===== src/rtl/mem_access_unit.sv =====
// mem_access_unit: MEM-stage req/ack data-memory access with pipeline stall, timeout abort
// and MEM/WB register. Define MEM_ALIGN_CHECK_EN to reject word-misaligned accesses with err_o.
//
//   state   | meaning
//   --------+----------------------------------------------------------------
//   ST_IDLE | no transaction outstanding; a pending access stalls and issues
//   ST_BUSY | mem_req_o held, waiting for mem_ack_i or the timeout abort
module mem_access_unit #(
    parameter int DATA_W  = 32,
    parameter int TIMEOUT = 16
) (
    input  logic              clk_i,
    input  logic              rst_i,
    input  logic [1:0]        WB_i,
    input  logic              MemRead_i,
    input  logic              MemWrite_i,
    input  logic [DATA_W-1:0] ALUout_i,
    input  logic [DATA_W-1:0] MemWriteData_i,
    input  logic [5:0]        RegWriteAddr_i,
    output logic              mem_req_o,
    output logic              mem_we_o,
    output logic [DATA_W-1:0] mem_addr_o,
    output logic [DATA_W-1:0] mem_wdata_o,
    input  logic [DATA_W-1:0] mem_rdata_i,
    input  logic              mem_ack_i,
    output logic              stall_o,
    output logic              err_o,
    output logic [1:0]        WB_o,
    output logic [DATA_W-1:0] ReadData_o,
    output logic [DATA_W-1:0] ALUout_o,
    output logic [5:0]        RegWriteAddr_o
);

    localparam int CNT_W   = (TIMEOUT > 1) ? $clog2(TIMEOUT) : 1;
    localparam int TO_LAST = (TIMEOUT > 0) ? TIMEOUT - 1 : 0;

    typedef enum logic {
        ST_IDLE,
        ST_BUSY
    } state_t;

    state_t              state_q, state_d;
    logic [CNT_W-1:0]    cnt_q, cnt_d;
    logic                req_q, req_d;
    logic                we_q, we_d;
    logic [DATA_W-1:0]   addr_q, addr_d;
    logic [DATA_W-1:0]   wdata_q, wdata_d;
    logic                err_q, err_d;
    logic [1:0]          wb_q, wb_d;
    logic [DATA_W-1:0]   rdata_q, rdata_d;
    logic [DATA_W-1:0]   alu_q, alu_d;
    logic [5:0]          rd_q, rd_d;

    logic                access;
    logic                misalign;
    logic                timeout_hit;
    logic                stall_c;
    logic                abort_c;
    logic                rd_ack_c;

    assign access = MemRead_i | MemWrite_i;

`ifdef MEM_ALIGN_CHECK_EN
    assign misalign = access & (ALUout_i[1:0] != 2'b00);
`else
    assign misalign = 1'b0;
`endif

    // Last BUSY cycle allowed; an ack arriving in this same cycle still wins.
    assign timeout_hit = (TIMEOUT != 0) && (cnt_q == CNT_W'(TO_LAST));

    always_comb begin
        state_d  = state_q;
        cnt_d    = cnt_q;
        req_d    = req_q;
        we_d     = we_q;
        addr_d   = addr_q;
        wdata_d  = wdata_q;
        err_d    = 1'b0;
        stall_c  = 1'b0;
        abort_c  = 1'b0;
        rd_ack_c = 1'b0;

        case (state_q)
            ST_IDLE: begin
                if (access) begin
                    if (misalign) begin
                        err_d = 1'b1;
                    end else begin
                        stall_c = 1'b1;
                        state_d = ST_BUSY;
                        cnt_d   = '0;
                        req_d   = 1'b1;
                        we_d    = MemWrite_i;
                        addr_d  = {ALUout_i[DATA_W-1:2], 2'b00};
                        wdata_d = MemWriteData_i;
                    end
                end
            end
            ST_BUSY: begin
                if (mem_ack_i) begin
                    state_d  = ST_IDLE;
                    req_d    = 1'b0;
                    rd_ack_c = ~we_q;
                end else if (timeout_hit) begin
                    state_d = ST_IDLE;
                    req_d   = 1'b0;
                    err_d   = 1'b1;
                    abort_c = 1'b1;
                end else begin
                    stall_c = 1'b1;
                    cnt_d   = cnt_q + CNT_W'(1);
                end
            end
            default: begin
                state_d = ST_IDLE;
                req_d   = 1'b0;
            end
        endcase
    end

    // MEM/WB: bubble while stalled; a dropped access (abort or misalign) retires with WB cleared.
    always_comb begin
        wb_d    = wb_q;
        rdata_d = rdata_q;
        alu_d   = alu_q;
        rd_d    = rd_q;
        if (stall_c) begin
            wb_d = 2'b00;
        end else begin
            wb_d  = err_d ? 2'b00 : WB_i;
            alu_d = ALUout_i;
            rd_d  = RegWriteAddr_i;
            if (abort_c) begin
                rdata_d = '0;
            end else if (rd_ack_c) begin
                rdata_d = mem_rdata_i;
            end
        end
    end

    always_ff @(posedge clk_i or posedge rst_i) begin
        if (rst_i) begin
            state_q <= ST_IDLE;
            cnt_q   <= '0;
            req_q   <= 1'b0;
            we_q    <= 1'b0;
            addr_q  <= '0;
            wdata_q <= '0;
            err_q   <= 1'b0;
            wb_q    <= 2'b00;
            rdata_q <= '0;
            alu_q   <= '0;
            rd_q    <= '0;
        end else begin
            state_q <= state_d;
            cnt_q   <= cnt_d;
            req_q   <= req_d;
            we_q    <= we_d;
            addr_q  <= addr_d;
            wdata_q <= wdata_d;
            err_q   <= err_d;
            wb_q    <= wb_d;
            rdata_q <= rdata_d;
            alu_q   <= alu_d;
            rd_q    <= rd_d;
        end
    end

    // The stall is combinational, so reset must mask it while EX/MEM may still present an access.
    assign stall_o        = stall_c & ~rst_i;
    assign mem_req_o      = req_q;
    assign mem_we_o       = we_q;
    assign mem_addr_o     = addr_q;
    assign mem_wdata_o    = wdata_q;
    assign err_o          = err_q;
    assign WB_o           = wb_q;
    assign ReadData_o     = rdata_q;
    assign ALUout_o       = alu_q;
    assign RegWriteAddr_o = rd_q;

endmodule


===== config.mk =====
export PLATFORM = sky130hd
export DESIGN_NAME = mem_access_unit
export DESIGN_NICKNAME = d
export VERILOG_FILES = /design/src/rtl/mem_access_unit.sv
export SDC_FILE = /design/constraint.sdc
export NUM_CORES = 1
export LEC_CHECK = 0
export BUFFER_PORTS_ARGS = -buffer_cell sky130_fd_sc_hd__buf_2
export CORE_UTILIZATION = 40
export CTS_BUF_LIST = sky130_fd_sc_hd__clkbuf_8
export DETAILED_ROUTE_END_ITERATION = 10
export PLACE_DENSITY = 0.73
export SKIP_CTS_REPAIR_TIMING = 1
export SYNTH_ARGS = -nofsm -noshare
export SYNTH_HDL_FRONTEND = slang
export SYNTH_SLANG_ARGS = --single-unit

===== constraint.sdc =====
create_clock -name clk_i -period 9.1 [get_ports clk_i]
set_input_delay 0.455 -clock clk_i [delete_from_list [all_inputs] [get_ports clk_i]]
set_output_delay 0.455 -clock clk_i [all_outputs]
set_load 0.005 [all_outputs]

==> metrics <==
R2R depth 4; skew final 0.00903 ns; Row Count 41; cell with the largest stage delay on the worst path buf_4; dominant synthesized flop cell dfrtp_1; status finished clean; Worst Setup SP state_q; Area contributors post-synth dfrtp_1 (67%), nand2_1 (13%), mux2_2 (7.6%); pwr/cell area 296 mW/mm^2; reg2reg start cnt_q[0]; Comb power frac 29.7%; final setup fails 0; crit end category output pin; Vert. Die Dim 117 um; mapped cell area 0.00534 sq mm; Worst R2R Setup Slack 6.86 ns; Critical Path, Cell by Cell o21bai_4 > buf_4 > o21ai_4 > buf_4 > and2_1 > buf_2; R2R Path End ReadData_o[13]; fin nets 813; share of layout cells above drive strength 1 45.3%; Yosys warning total 0; sw frac 32.1%; area share of the largest cell type after synthesis 66.6%; mux cell area share after synthesis 8.23%; adder-cell share of the synthesized area 0.235%; Max IR drop VDD 0.141 mV; vias in the first global route 4154; initial antenna violation count 0; diodes inserted 0; commonest cells in the netlist nand2_1 (188), dfrtp_1 (142), mux2_2 (36), a22o_1 (32), buf_2 (11); RSZ-0062 raised after global routing false; largest family of logic cells by synthesized area simple AND/OR/NAND/NOR gates; Relative slew margins 15.1%; CTS root buf clkbuf_8; Yosys reg bits 142; Max Cap Violations 0; Worst Tran Pin Value 1.27 ns; IO Count 249; simple-gate share of the synthesized area 15.3%; Max Freq 0.343 GHz; largest net degree at the start of global routing 78; Post-synth EDFFs 0; input/output buffers 246; H-Tree Depth 4; Via density 4.75; Reg area 0.00355 sq mm; clock slew at reported path FFs 0.08 ns; FILL cells 1144; total power 2.10 mW; post-synthesis sequential area ratio 66.6%; TritonCTS clock tree done; DRT antenna net count 0; synthesized instance count 459; CTS max path bufs 2; area of the multi-input gates 0.00165 sq mm; placer congestion estimate 0.848; drt drc 0; most used cell, CP buf_4; Async SR Flop Fraction 100%; first-pass GRT wire length 20400 um; part of the power in registers 46.8%; Tcrit/Tclk final 32.0%; post-route cell area 0.00709 sq mm; max-slew violations 0; GRT Total Usage 18.7%; crit path time final 2.92 ns; clk_lat worst skew 0.43 ns; HP Class primary input to asynchronous set/reset pin; Switching Power 674 uW; CTS Buf Count 17; area leader, netlist dfrtp_1; WP data required 8.65 ns; final core utilization 55.3%; Core Footprint 0.0128 sq mm; Compound-Gate Fraction of Synth Area 6.61%; Mapped Avg Cell Area 11.6 sq um; DRT Pass-1 Iters 6; Starting Density 41.6%; worst stage delay on the critical path 0.54 ns; count leader, synth nand2_1; Worst Path Max Fanout 68; internal power 1.43 mW; TNS Setup 0 ns; DRT Wirelength 12700 um; Worst EP arrival 2.46 ns; Leak Pwr 3.91 nW; grt ovf 0; drt wl/cell 14.3 um; # clock sinks 142; vias 4222; Layout area overhead 32.9%; Crit Path Category flop to output pin; Post-Synth XOR/XNOR Area 0%; drt first-iter violations 126; hpwl dp 8880 um; die area 0.0138 sq mm; Post-Place Cell Area 0.00669 sq mm; Yosys cell types 30; Clk network pwr share 23.5%; CP startpoint kind flop; Worst Setup EP stall_o; final hold vios 0; die width 117 um
[power by group through the flow]
stage               clock network, mW  logic (mW)  registers, mW
detailed placement                  0       0.634          0.992
floorplan                           0       0.295           1.00
global placement                    0       0.619          0.978
CTS                             0.508       0.636          0.984
finish                          0.493       0.624          0.984
global route                    0.533       0.690           1.01
[worst max-delay path, delay by kind of cell (launching register included)]
kind                   cells  cell delay, ns
AO/OA/AOI/OAI              2            0.26
AND/OR/NAND/NOR            1            0.23
buffers and inverters      3            0.97
flip-flops                 1            0.49
[state kept, by name, indices dropped and copies added, names as in the netlist]
name            cells
state_q             1
ALUout_o           32
RegWriteAddr_o      6
mem_req_o           1
ReadData_o         32
mem_addr_o         30
WB_o                2
err_o               1
mem_we_o            1
mem_wdata_o        32
cnt_q               4
[placed cells by master (no fill, tap or decap), drive strengths merged]
master,n
bufinv,2
clkinv,3
nand2,188
mux2,39
a21o,2
ha,1
o21bai,1
nand4,2
nand2b,1
nor2,2
a22o,32
nor3,1
clkbuf,17
a21oi,1
nor2b,2
buf,250
and3,5
o21ai,4
inv,6
dfrtp,142
and4b,2
and2,1
nand3,2
clkinvlp,6
o21ba,1
conb,2
o211ai,1
[layout make-up]
cell class	instances	share of cell area, %
Tap cell	172	3.04
Clock buffer	17	3.30
Timing Repair Buffer	250	17.8
Clock inverter	15	2.29
Sequential cell	142	50.1
Inverter	2	0.176
Multi-Input combinational cell	290	23.3
[worst min path at each step]
stage | start | end | cells after the start
after floorplan | mem_addr_o[27] | mem_addr_o[27] | 2
after global placement | mem_addr_o[15] | mem_addr_o[15] | 2
after global routing | rst_i | mem_wdata_o[5] | 2
final | rst_i | mem_wdata_o[5] | 2
after CTS | rst_i | mem_wdata_o[13] | 2
after detailed placement | mem_addr_o[29] | mem_addr_o[29] | 2
[layer usage]
metal  share of wire (%)  vias to the layer above  track usage [%]
li1                    -                     1989                -
met1                  41                     2034             22.6
met2                  50                      181             31.4
met3                 7.1                       18             6.01
met4                 1.5                        0             6.41
met5                   0                        -                0
[per-stage QoR]
stage	hold WS (ns)	setup slack (ns)	cells
after detailed placement	0.457	6.55	856
after floorplan	0.469	4.82	460
final	0.130	6.18	888
after CTS	0.136	6.14	888
after global placement	0.454	6.60	856
after global routing	0.155	6.01	888
[cell families (layout without fill, tap and decap cells)]
| family | Yosys count | in the layout |
|---|---|---|
| buf+inv | 28 | 284 |
| other cells | 1 | 2 |
| simple gates | 206 | 206 |
| flops | 142 | 142 |
| fa+ha+maj | 1 | 1 |
| compound gates | 42 | 42 |
| mux | 39 | 39 |
Note: power is estimated with default switching activity, not from simulation.
